## config.mk

```make
export PLATFORM = sky130hd
export DESIGN_NAME = adbg_module_select
export DESIGN_NICKNAME = d
export VERILOG_FILES = /design/src/rtl/adbg_pkg.sv /design/src/rtl/adbg_module_select.sv
export SDC_FILE = /design/constraint.sdc
export NUM_CORES = 1
export LEC_CHECK = 0
export CORE_AREA = 2 2 42 44
export DETAILED_ROUTE_END_ITERATION = 6
export DIE_AREA = 0 0 44 46
export PLACE_DENSITY_LB_ADDON = 0.3
export SLEW_MARGIN = 10
export SYNTH_ARGS = -nofsm -noshare
export SYNTH_HDL_FRONTEND = slang
export SYNTH_SLANG_ARGS = --single-unit
```

## constraint.sdc

```tcl
create_clock -name tck_i -period 1.1 [get_ports tck_i]
set_input_delay 0.22 -clock tck_i [delete_from_list [all_inputs] [get_ports tck_i]]
set_output_delay 0.22 -clock tck_i [all_outputs]
set_load 0.01 [all_outputs]
```

## src/rtl/adbg_pkg.sv

```systemverilog
// Shared constants and types for the advanced debug interface.
// Holds module ID encodings and select-command geometry.
package adbg_pkg;

  localparam int DBG_TOP_MAX_MODULES       = 4;
  localparam int DBG_TOP_MODULE_ID_LENGTH  = 2;
  localparam int DBG_TOP_CMD_LEN           = 1 + DBG_TOP_MODULE_ID_LENGTH;

  typedef logic [DBG_TOP_MODULE_ID_LENGTH-1:0] module_id_t;

  localparam module_id_t DBG_TOP_BUSIF_DEBUG_MODULE    = 2'd0;
  localparam module_id_t DBG_TOP_CPU_DEBUG_MODULE      = 2'd1;
  localparam module_id_t DBG_TOP_JSP_DEBUG_MODULE      = 2'd2;
  localparam module_id_t DBG_TOP_RESERVED_DEBUG_MODULE = 2'd3;

endpackage

```

## src/rtl/adbg_module_select.sv

```systemverilog
// JTAG-side module-select controller: decodes select commands and routes TDO.
// Optional sticky select-error status is enabled by defining ADBG_SELECT_ERR_EN.
module adbg_module_select
  import adbg_pkg::*;
#(
  parameter int MAX_MODULES = DBG_TOP_MAX_MODULES,
  parameter int ID_LEN      = DBG_TOP_MODULE_ID_LENGTH,
  parameter int CMD_LEN     = 1 + ID_LEN
) (
  input  logic                   tck_i,
  input  logic                   rst_i,
  input  logic                   debug_select_i,
  input  logic                   capture_dr_i,
  input  logic                   shift_dr_i,
  input  logic                   update_dr_i,
  input  logic                   tdi_i,
  output logic                   tdo_o,
  input  logic [MAX_MODULES-1:0] module_present_i,
  input  logic [MAX_MODULES-1:0] module_tdo_i,
  output logic [MAX_MODULES-1:0] module_select_o,
  output logic [ID_LEN-1:0]      module_id_o
);

  localparam int CNT_W = $clog2(CMD_LEN + 1);
  localparam logic [CNT_W-1:0] CNT_FULL = CNT_W'(CMD_LEN);

  logic [ID_LEN-1:0] id_q, id_d;
  logic [ID_LEN-1:0] id_sr_q, id_sr_d;
  logic [CNT_W-1:0]  bit_cnt_q, bit_cnt_d;
  logic              valid_q, valid_d;
  logic              cmd_flag_q, cmd_flag_d;
  logic              sel_err_q, sel_err_d;

  logic cap_s, upd_s, shf_s;
  logic cmd_accept_s;
  logic status_s;

  // Strobes qualified by the DEBUG instruction; capture > update > shift.
  assign cap_s = debug_select_i & capture_dr_i;
  assign upd_s = debug_select_i & update_dr_i & ~capture_dr_i;
  assign shf_s = debug_select_i & shift_dr_i & ~capture_dr_i & ~update_dr_i;

  assign cmd_accept_s = upd_s & cmd_flag_q & (bit_cnt_q == CNT_FULL);

  // Next-state logic for the command shifter and latched selection.
  always_comb begin
    id_d       = id_q;
    id_sr_d    = id_sr_q;
    bit_cnt_d  = bit_cnt_q;
    valid_d    = valid_q;
    cmd_flag_d = cmd_flag_q;
    sel_err_d  = sel_err_q;
    if (cap_s) begin
      bit_cnt_d  = {CNT_W{1'b0}};
      cmd_flag_d = 1'b0;
    end else if (upd_s) begin
      if (cmd_accept_s) begin
        id_d      = id_sr_q;
        valid_d   = module_present_i[id_sr_q];
        sel_err_d = ~module_present_i[id_sr_q];
      end else begin
        id_d = id_q;
      end
    end else if (shf_s) begin
      if (bit_cnt_q == {CNT_W{1'b0}}) begin
        cmd_flag_d = tdi_i;
      end else begin
        for (int i = 0; i < ID_LEN; i++) begin
          if (bit_cnt_q == CNT_W'(i + 1)) begin
            id_sr_d[i] = tdi_i;
          end else begin
            id_sr_d[i] = id_sr_q[i];
          end
        end
      end
      if (bit_cnt_q < CNT_FULL) begin
        bit_cnt_d = bit_cnt_q + CNT_W'(1);
      end else begin
        bit_cnt_d = bit_cnt_q;
      end
    end else begin
      bit_cnt_d = bit_cnt_q;
    end
  end

  // State registers with synchronous reset.
  always_ff @(posedge tck_i) begin
    if (rst_i) begin
      id_q       <= {ID_LEN{1'b0}};
      id_sr_q    <= {ID_LEN{1'b0}};
      bit_cnt_q  <= {CNT_W{1'b0}};
      valid_q    <= 1'b0;
      cmd_flag_q <= 1'b0;
      sel_err_q  <= 1'b0;
    end else begin
      id_q       <= id_d;
      id_sr_q    <= id_sr_d;
      bit_cnt_q  <= bit_cnt_d;
      valid_q    <= valid_d;
      cmd_flag_q <= cmd_flag_d;
      sel_err_q  <= sel_err_d;
    end
  end

`ifdef ADBG_SELECT_ERR_EN
  assign status_s = sel_err_q;
`else
  assign status_s = 1'b0;
`endif

  // Selects and TDO are derived from registers; selects drop during command scans.
  always_comb begin
    module_select_o = {MAX_MODULES{1'b0}};
    tdo_o           = 1'b0;
    if (valid_q && !cmd_flag_q) begin
      module_select_o = MAX_MODULES'(1) << id_q;
    end else begin
      module_select_o = {MAX_MODULES{1'b0}};
    end
    if (cmd_flag_q) begin
      tdo_o = status_s;
    end else if (valid_q) begin
      tdo_o = module_tdo_i[id_q];
    end else begin
      tdo_o = 1'b0;
    end
  end

  assign module_id_o = id_q;

endmodule

```

=== Yosys cells after proc, flatten, opt, wreduce, memory -nomap -nowiden ===
Index checks and enable logic that the tools add are counted.

* Reduce and logical (&&, ||, !) cells: 9
* $lt $le $gt $ge: 3
* Eq/ne operators: 3
* Bitwise gates (word level): 13
* Shift operators: 1
* Add/subtract/negate cells: 1
* Muxes and demuxes: 7

{| class="wikitable"
|+ Operators with widths
! cell !! count
|-
| $reduce_and 5->1 || 2
|-
| $reduce_and 3->1 || 3
|-
| $and 1x1->1 || 8
|-
| $lt 2x3->1 const B || 2
|-
| $not 1->1 || 5
|-
| $bmux 1 s2 || 2
|-
| $eq 2x2->1 const B || 2
|-
| $mux 1 || 4
|-
| $mux 4 || 1
|-
| $shl 1x2->4 const A || 1
|-
| $add 2x1->2 const B || 1
|-
| $eq 2x1->1 const B || 1
|-
| $logic_not 2->1 || 1
|-
| $lt 2x2->1 const B || 1
|-
| $reduce_or 2->1 || 1
|-
| $logic_and 1x1->1 || 1
|-
| $logic_not 1->1 || 1
|}

* Word-level logic and storage cells: 43
* Input port bits: 15
* Register bits after elaboration: 8

=== Logic depth before layout (Yosys ltp) ===
Gate-level depths: netlist (run 1).

* Word-level depth: 5
* Gate-level depth with buffers: 5
* Mapped depth without buffers: 5

=== Worst setup path before layout (run 1) ===
No wires, ideal clock.

* Path type: register -> output
* From: reg id_q[0] (netlist: module_id_o[0])
* To: out tdo_o
* Data required time: 880 ps
* Setup slack: -237 ps
* Arrival time: 1,117 ps
* Stages on the path, launching flop included: 3
* Cells stage by stage: dfxtp_1 mux4_2 nor2b_1

* Word-level cells in the longest chain between the ends: 4

{| class="wikitable"
|+ Ends and longest elaborated chain
! element !! line !! source
|-
| start: declaration || adbg_module_select.sv:27 || <nowiki>logic [ID_LEN-1:0] id_q, id_d;</nowiki>
|-
| start signal: assignment || adbg_module_select.sv:89 || <nowiki>id_q <= {ID_LEN{1'b0}};</nowiki>
|-
| start signal: assignment || adbg_module_select.sv:96 || <nowiki>id_q <= id_d;</nowiki>
|-
| $bmux 1 s2 || adbg_module_select.sv:123 || <nowiki>tdo_o = module_tdo_i[id_q];</nowiki>
|-
| $mux 1 (implied by the code) || adbg_module_select.sv:123 ||
|-
| $mux 1 || adbg_module_select.sv:122 || <nowiki>end else if (valid_q) begin</nowiki>
|-
| $mux 1 || adbg_module_select.sv:120 || <nowiki>if (cmd_flag_q) begin</nowiki>
|-
| end: declaration || adbg_module_select.sv:17 || <nowiki>output logic tdo_o,</nowiki>
|}

Every way passes these cells. The select of a mux whose other input is x is not followed.

=== Worst setup path after layout (run 1) ===
Same ends and word-level chain as after synthesis.

==> out/results.ini, run 1 <==
[setup_path]
worstReg2RegStart=id_sr_q[0]$_SDFFE_PP0P_
ff2ff_path_depth=3
worstPathRequired_ns=0.88
reg2reg_slack_ns=0.03
r2r_end=valid_q$_SDFFE_PP0P_
critPathCaptureType=output port
criticalPathCategory=reg2out
crit_arrival_ns=1.35
cp_max_fo=2
startpoint_type=flop

[placement]
io_buffers=21
post-dp-hpwl_mm=1.06
place.gp.congestion=0.727

[clocking]
cts_root_buffer=clkbuf_4
htreeDepth=1
cts_setup_buffers=0
cts.clk_slew.worst_paths_ns=0.06
cts_tree=built
clock_latency_ns=0.26
clk_path_buf_depth=2
cts_inserted_buffers=3
clock-sinks=8

[timing]
setup_tns_ns=-1.22
rsz0062_at_grt=true
setup_violations=6
hold_violations=0
slew_violations=0
fmax_ghz=0.638
finalCriticalPeriod_ns=1.57
fin_ws_ns=-0.466
period_share=1.42
finClkSkew_ns=0.0107
worst_pin_slew_ns=0.187
max_slew_margin=0.875

[floorplanning]
ios=22
die_h_um=46
initial_core_util=0.327
die_x_um=44
rows=15
dieArea_um2=2020
fp.coreArea_um2=1610

[power_and_ir_drop]
ir_worst_vdd_mv=0.490
p_leak_uw=0.000357
p_sw_frac=0.217
clockPowerShare=0.398
combPwrFrac=0.137
switching_power_uw=136
powerDensity_nw_per_um2=728
internal_power_uw=489
pwr-share-seq=0.465

[routing]
ant_nets=0
viasPerCell=5.23
drc=0
first_pass_iters=4
wl_per_cell_um=13.7
drt_iter0_drc=3
vias=528
wl_mm=1.39

[run]
maxCapViolations=0

[global_routing]
antenna_found_initial=0
grt_max_degree=10
grt_overflow=0
grt_usage=0.134
grt_pass1_vias=474
grt_first_pass_wirelength_mm=1.92

[yosys]
synth.area.top_cells=dfxtp_1 30%, ha_1 9.5%, mux4_2 8.5%
ys.warnings.count=0
synthCells=55
netlist.area_leader.share=0.303
synth_cell_type_count=20
seq_area_frac_synth=0.303
syn_area_um2=528
yosysTopAreaCell=dfxtp_1
syn_avg_cell_area_um2=9.60
syn_nets=74
synth_seq_cells=8

[outcome]
status=complete, but fails checks
failed_checks=setup timing

[finish]
fin_util=0.532
fillers=156
synthToLayoutAreaGrowth_pct=62.6
nets=104
layout-drive-gt1-share=0.440
diodes=0

[hold_path]
hold_end=cmd_flag_q$_SDFFE_PP0P_
min_path_cells=3
hold_path.startpoint=capture_dr_i
hold_path.class=in2reg

==> synth_stat cells, drive strengths merged <==
cell type  n
nor3       1
nor2b      1
nand4bb    1
clkbuf     1
mux2i      2
inv        4
ha         4
and4bb     1
a21bo      3
and4b      2
buf        1
nor3b      2
a21oi      6
dfxtp      8
nand2b     4
mux4       2
o21ai      3
a21o       1
nand3      8
==> power groups by stage <==
stage / registers [uW] / clock network (uW) / logic [uW]
floorplan: 296 / 0 / 24.4
global placement: 296 / 0 / 85.0
detailed placement: 296 / 0 / 87.5
CTS: 290 / 261 / 86.1
global route: 290 / 275 / 91.1
finish: 290 / 249 / 85.9
==> worst max-delay path, cell delays in order (launching register included) <==
cell	delay (ns)
dfxtp_4	0.36
mux4_2	0.48
nor2b_4	0.14
buf_6	0.11
==> cell type report <==
type / instances / area [um2] / share of cell area
flip-flops and latches: 8 / 171 / 0.200
inverters: 4 / 15.0 / 0.0175
multi-input cells: 41 / 384 / 0.448
well taps: 17 / 21.3 / 0.0248
clock buffers: 4 / 26.3 / 0.0306
repair buffers: 27 / 240 / 0.280
==> state kept, by name (all words and copies together) (netlist names) <==
register and flops:
id_sr_q 2, bit_cnt_q 2, cmd_flag_q 1, valid_q 1, module_id_o 2
==> cell usage in the layout, fill, tap and decap left out, types with 2 or more instances in the layout <==
cell type	synthesis	final
dfxtp_2	0	6
buf_2	0	5
inv_1	4	4
nor3b_2	0	2
a21oi_1	6	4
nand3_1	8	7
buf_4	0	4
o21ai_0	2	2
buf_6	1	4
clkbuf_4	0	3
dlygate4sd2_1	0	2
clkdlybuf4s50_1	0	11
mux4_2	2	2
a21bo_1	3	3
mux2i_1	2	2
ha_1	4	3
a21oi_2	0	2
nand2b_1	4	3
==> cell families after synthesis <==
| kind of cell | synth area share |
|---|---|
| mux | 0.123 |
| compound gates | 0.159 |
| flops | 0.303 |
| buf+inv | 0.0569 |
| fa+ha+maj | 0.0948 |
| simple gates | 0.263 |
==> worst max path at each step <==
stage | end | cells past startpoint | startpoint | slack, ns
finish | tdo_o | 3 | module_id_o[0]$_SDFFE_PP0P_ | -0.47
detailed placement | tdo_o | 4 | module_tdo_i[2] | -0.82
floorplan | tdo_o | 2 | module_id_o[0]$_SDFFE_PP0P_ | -0.11
global placement | tdo_o | 4 | module_tdo_i[3] | -0.78
CTS | tdo_o | 3 | module_id_o[0]$_SDFFE_PP0P_ | -0.48
global route | tdo_o | 3 | module_id_o[0]$_SDFFE_PP0P_ | -0.51
==> stage by stage <==
step           cell area (um2)  hold slack, ns  setup slack [ns]  std cells  total power [uW]
4_1_cts                    833           0.440            -0.485        101               637
6_report                   858           0.426            -0.466        101               625
3_3_place_gp               801           0.508            -0.782         97               381
3_5_place_dp               801           0.513            -0.819         97               384
5_1_grt                    858           0.448            -0.508        101               656
2_1_floorplan              539           0.279            -0.112         55               321
==> what timing repair did <==
item,CTS,global route
hold buffers,0,0
gates resized for setup,41,9
endpoints found under the setup margin,12,14
hold endpoints to repair,0,0
pin swaps,4,5
==> layer usage <==
layer  up-vias  wire length, um  global-route usage
met2        18              767               0.250
met1       249              494               0.126
met5         -                0                   0
met3         2              114              0.0635
met4         0               12              0.0545
li1        259                -                   -
(Power assumes the default switching activity.)
==> run 2, diff against run 1 <==
Settings changed: RECOVER_POWER from default to 50.
==> run 2 against run 1 <==
  * The flow still finishes with violations (setup timing)
  * Via count rose by 0.38%
  * Routed wire length up 0.22%
  * Clock-buffer cell count unchanged
  * Sequential share of layout area increased by 0.088 points
  * Global-route usage did not move
  * Critical endpoint unchanged
==> out/results.ini, run 2 (same netlist as run 1, synthesis figures left out) <==
[outcome]
status=complete, but fails checks
failed_checks=setup timing

[global_routing]
met2_usage=0.250  ; unchanged
met1_usage=0.126  ; unchanged
gr-max-usage-layer=met2
grt_first_pass_wirelength_mm=1.92  ; unchanged
grt_max_degree=10  ; unchanged
grt_overflow=0  ; unchanged
grtUsageMet3=0.0635  ; unchanged
antenna_found_initial=0  ; unchanged
grt_pass1_vias=474  ; unchanged
grt_usage=0.134  ; unchanged

[power_and_ir_drop]
pwr-share-seq=0.465  ; about the same
switching_power_uw=136  ; +0.46%
internal_power_uw=488  ; -0.22%
p_sw_frac=0.218  ; +0.00117
combPwrFrac=0.136  ; about the same
ir_worst_vdd_mv=0.490  ; about the same
clockPowerShare=0.399  ; about the same
p_leak_uw=0.000360  ; +0.65%
powerDensity_nw_per_um2=731  ; +0.36%

[setup_path]
cp_max_fo=2  ; unchanged
criticalPathCategory=reg2out
crit_arrival_ns=1.35  ; about the same
worstReg2RegStart=id_sr_q[0]$_SDFFE_PP0P_
startpoint=module_id_o[0]$_SDFFE_PP0P_
startpoint_type=flop
worstPathRequired_ns=0.88  ; about the same
critPathCaptureType=output port

[clocking]
clk_path_buf_depth=2  ; unchanged
htreeDepth=1  ; unchanged
cts_tree=built
cts_setup_buffers=0  ; unchanged
clock-sinks=8  ; unchanged
clock_latency_ns=0.26  ; about the same
cts.clk_slew.worst_paths_ns=0.06  ; about the same
cts_inserted_buffers=3  ; unchanged
cts_root_buffer=clkbuf_4

[routing]
wl_mm=1.39  ; +0.22%
vias=530  ; +0.38%
wl_per_cell_um=13.8  ; +0.22%
drc=0  ; unchanged
drt_iter0_drc=2  ; -1
first_pass_iters=2  ; -2
viasPerCell=5.25  ; +0.38%
ant_nets=0  ; unchanged

[timing]
hold_violations=0  ; unchanged
setup_violations=8  ; +2
period_share=1.42  ; about the same
fin_ws_ns=-0.466  ; +0.000249 ns
fmax_ghz=0.639  ; about the same
slew_violations=0  ; unchanged
finClkSkew_ns=0.0112  ; +0.000519 ns
max_slew_margin=0.867  ; -0.00807
worst_pin_slew_ns=0.200  ; +0.0121 ns
rsz0062_at_grt=true
hold_ws_ns=0.437  ; +0.0113 ns
finalCriticalPeriod_ns=1.57  ; -0.000249 ns

[floorplanning]
initial_core_util=0.327  ; unchanged
dieArea_um2=2020  ; unchanged
rows=15  ; unchanged
die_h_um=46  ; unchanged
fp.coreArea_um2=1610  ; unchanged
die_x_um=44  ; unchanged
ios=22  ; unchanged

[finish]
final_common_cell=clkdlybuf4s50_1
final_cell_mix=11 x clkdlybuf4s50_1, 7 x nand3_1, 6 x dfxtp_2, 5 x buf_2
fillers=158  ; +1.3%
synthToLayoutAreaGrowth_pct=61.8
nets=104  ; unchanged
layout-drive-gt1-share=0.429  ; -0.0119
diodes=0  ; unchanged

[run]
maxCapViolations=0  ; unchanged

[placement]
io_buffers=21  ; unchanged
post-dp-hpwl_mm=1.06  ; unchanged
place.gp.congestion=0.727  ; unchanged
post-place-ws_ns=-0.819  ; unchanged

[hold_path]
hold_path.startpoint=capture_dr_i
hold_path.class=in2reg

run 2: metal layers:
metal | up-vias | part of all wire
met2 | 18 | 0.55
met3 | 2 | 0.082
met5 | - | 0
met1 | 250 | 0.36
met4 | 0 | 0.010
li1 | 260 | -
run 2: worst paths after layout:
path / end / slack (ns) / depth (start not counted)
setup / recovery: tdo_o / -0.47 / 3
hold / removal: cmd_flag_q$_SDFFE_PP0P_ / 0.44 / 3
setup reg to reg: valid_q$_SDFFE_PP0P_ / 0.03 / 3
hold reg to reg: bit_cnt_q[0]$_SDFFE_PP0P_ / 0.50 / 2
run 2: power by group through the flow:
stage          registers [uW]  clock network, uW  logic, uW
2_1_floorplan             296                  0       24.4
3_3_place_gp              296                  0       85.0
3_5_place_dp              296                  0       87.5
4_1_cts                   290                261       86.1
5_1_grt                   290                275       89.7
6_report                  290                249       84.9
run 2: through the flow:
step           cells  setup TNS, ns   util  power [uW]  cell area [um2]
2_1_floorplan     55         -0.112      -         321              539
3_3_place_gp      97          -4.37  0.496         381              801
3_5_place_dp      97          -4.57  0.496         384              801
4_1_cts          101          -1.30  0.516         637              833
5_1_grt          101          -1.56  0.529         655              855
6_report         101          -1.24  0.529         624              855
run 2: layout make-up:
type                            count  area [um2]  area share
Clock buffer                        4        26.3      0.0307
Inverter                            4        15.0      0.0176
Multi-Input combinational cell     41         380       0.445
Sequential cell                     8         171       0.201
Tap cell                           17        21.3      0.0249
Timing Repair Buffer               27         240       0.281
run 2: repair_timing:
| item | CTS | global route |
|---|---|---|
| hold buffers | 0 | 0 |
| resized for setup | 41 | 9 |
| endpoints found under the setup margin | 12 | 14 |
| pin swaps | 4 | 5 |
run 2: critical path, cell delays in order, from the launching register on:
cell     delay [ns]
dfxtp_4        0.36
mux4_2         0.48
nor2b_4        0.14
buf_6          0.11
==> run 3, diff against run 2 <==
Settings changed: CELL_PAD_IN_SITES_DETAIL_PLACEMENT from default to 0, CELL_PAD_IN_SITES_GLOBAL_PLACEMENT from default to 1, CORE_AREA 2 2 42 44 to 2 2 49 51, DIE_AREA 0 0 44 46 to 0 0 51 53.
==> run 3 against run 2 <==
  * The flow still finishes with violations (setup timing)
  * First-iteration DRC count decreased by 50%
  * Non-clock buffer count is 3 higher
  * Register-to-register slack worse by 0.03 ns
  * Critical path depth is the same
  * Final area grew 6.6%
  * Critical endpoint unchanged
==> out/results.ini, run 3 (same netlist as run 1, synthesis figures left out) <==
[outcome]
status=complete, but fails checks
failed_checks=setup timing

[setup_path]
worstPathRequired_ns=0.88  ; about the same
crit_chain=mux4_2 -> nor2b_4 -> buf_6
startpoint_type=flop
cp_slowest_cell=mux4_2
critPathCaptureType=output port
crit_arrival_ns=1.34  ; about the same
cp_slowest_stage_delay_ns=0.49  ; about the same
criticalPathCategory=reg2out
cp_max_fo=2  ; unchanged

[global_routing]
gr-max-usage-layer=met2
grt_first_pass_wirelength_mm=2.25  ; +17%
grt_usage=0.112  ; -0.0226
antenna_found_initial=0  ; unchanged
grt_pass1_vias=540  ; +14%
grt_overflow=0  ; unchanged
grt_max_degree=10  ; unchanged
grtUsageMet3=0.0311  ; -0.0324
met2_usage=0.225  ; -0.0249
met1_usage=0.106  ; -0.0197

[clocking]
cts_inserted_buffers=3  ; unchanged
cts.clk_slew.worst_paths_ns=0.06  ; about the same
clock_latency_ns=0.25  ; about the same
htreeDepth=1  ; unchanged
cts_tree=built
clk_path_buf_depth=2  ; unchanged
clock-sinks=8  ; unchanged
cts_root_buffer=clkbuf_4

[power_and_ir_drop]
ir_worst_vdd_mv=0.454  ; -7.4%
powerDensity_nw_per_um2=678  ; -7.2%
p_leak_uw=0.000380  ; +5.8%
power_uw=617  ; -1.1%

[floorplanning]
initial_core_util=0.246  ; -0.0814
fp.coreArea_um2=2150  ; +33%
die_h_um=53  ; +15%
die_x_um=51  ; +16%
dieArea_um2=2700  ; +34%
rows=17  ; +2
ios=22  ; unchanged

[placement]
post-place-ws_ns=-0.837  ; -0.0186 ns
dp_cells=108  ; +11%
post-dp-hpwl_mm=1.10  ; +3.8%
place.gp.congestion=0.687  ; -5.6%
io_buffers=21  ; unchanged

[finish]
stdcell_count=115  ; +14%
layout-drive-gt1-share=0.471  ; +0.0427
final_cell_mix=8 x clkdlybuf4s50_1, 7 x nand3_1, 6 x dfxtp_2, 6 x buf_6
synthToLayoutAreaGrowth_pct=72.5
nets=107  ; +2.9%
diodes=0  ; unchanged
final_common_cell=clkdlybuf4s50_1

[hold_path]
hold_path.class=in2reg

[timing]
hold_ws_ns=0.458  ; +0.0202 ns
setup_violations=7  ; -1
hold_violations=0  ; unchanged
fin_ws_ns=-0.461  ; +0.00465 ns
finClkSkew_ns=0.00911  ; -0.00209 ns
fmax_ghz=0.640  ; +0.30%
finalCriticalPeriod_ns=1.56  ; -0.00465 ns
slew_violations=0  ; unchanged
rsz0062_at_grt=true
period_share=1.42  ; -0.00423
worst_pin_slew_ns=0.291  ; +0.0917 ns
max_slew_margin=0.805  ; -0.0618

[routing]
first_pass_iters=2  ; unchanged
wl_per_cell_um=12.7  ; -7.9%
wl_mm=1.46  ; +4.9%
viasPerCell=4.56  ; -13%
drc=0  ; unchanged
vias=524  ; -1.1%
ant_nets=0  ; unchanged
drt_iter0_drc=1  ; -1

[run]
maxCapViolations=0  ; unchanged

[run 3: cell types whose count changed in the layout (fill, tap and decap cells not counted), sizes merged]
cell / before / now
buf: 13 / 16
dlymetal6s2s: 1 / 2
clkdlybuf4s50: 11 / 8
dlygate4sd2: 2 / 4
[run 3: cell type report]
class	instances	area, um2
fill	226	1240
multi-input combinational	41	393
tap	28	35.0
inverter	4	15.0
timing repair buffer	30	270
clock buffer	4	26.3
sequential	8	171
[run 3: worst max-delay path, delay by kind of cell (launching register included)]
family,cells,cell delay (ns)
buffers and inverters,1,0.11
multiplexers,1,0.49
flip-flops,1,0.35
AND/OR/NAND/NOR,1,0.14
[run 3: path summary, 6_finish.rpt]
check / startpoint / end / slack [ns] / cells after the start
worst max register to register: id_sr_q[0]$_SDFFE_PP0P_ / valid_q$_SDFFE_PP0P_ / 0 / 3
worst min register to register: id_sr_q[1]$_SDFFE_PP0P_ / module_id_o[1]$_SDFFE_PP0P_ / 0.50 / 2
worst max-delay path: module_id_o[0]$_SDFFE_PP0P_ / tdo_o / -0.46 / 3
worst min-delay path: debug_select_i / bit_cnt_q[1]$_SDFFE_PP0P_ / 0.46 / 3
[run 3: through the flow]
stage                      util  area (um2)  TNS (ns)
after global routing      0.424         911     -1.91
after floorplan               -         539    -0.112
final                     0.424         911     -1.69
after global placement    0.379         815     -4.59
after detailed placement  0.379         815     -4.76
after CTS                 0.399         857     -1.21
[run 3: report_power, final]
part	switching (uW)	internal [uW]	leakage [uW]	total, uW
sequential	1.38	289	0.0000683	290
combinational	26.1	57.8	0.000297	83.9
clock	104	139	0.0000150	243
total	132	486	0.000380	617
[run 3: layer usage]
metal	up-vias	part of all wire
met2	16	0.51
li1	266	-
met5	-	0
met4	0	0.0096
met3	2	0.051
met1	240	0.43
[run 3: what timing repair did]
| action | 4_1_cts | 5_1_grt |
|---|---|---|
| cloned | 0 | 0 |
| setup endpoints to repair | 14 | 14 |
| hold buffers | 0 | 0 |
| buffers inserted | 0 | 3 |
| gates resized for setup | 47 | 12 |
| pin swaps | 4 | 11 |
| hold endpoints to repair | 0 | 0 |
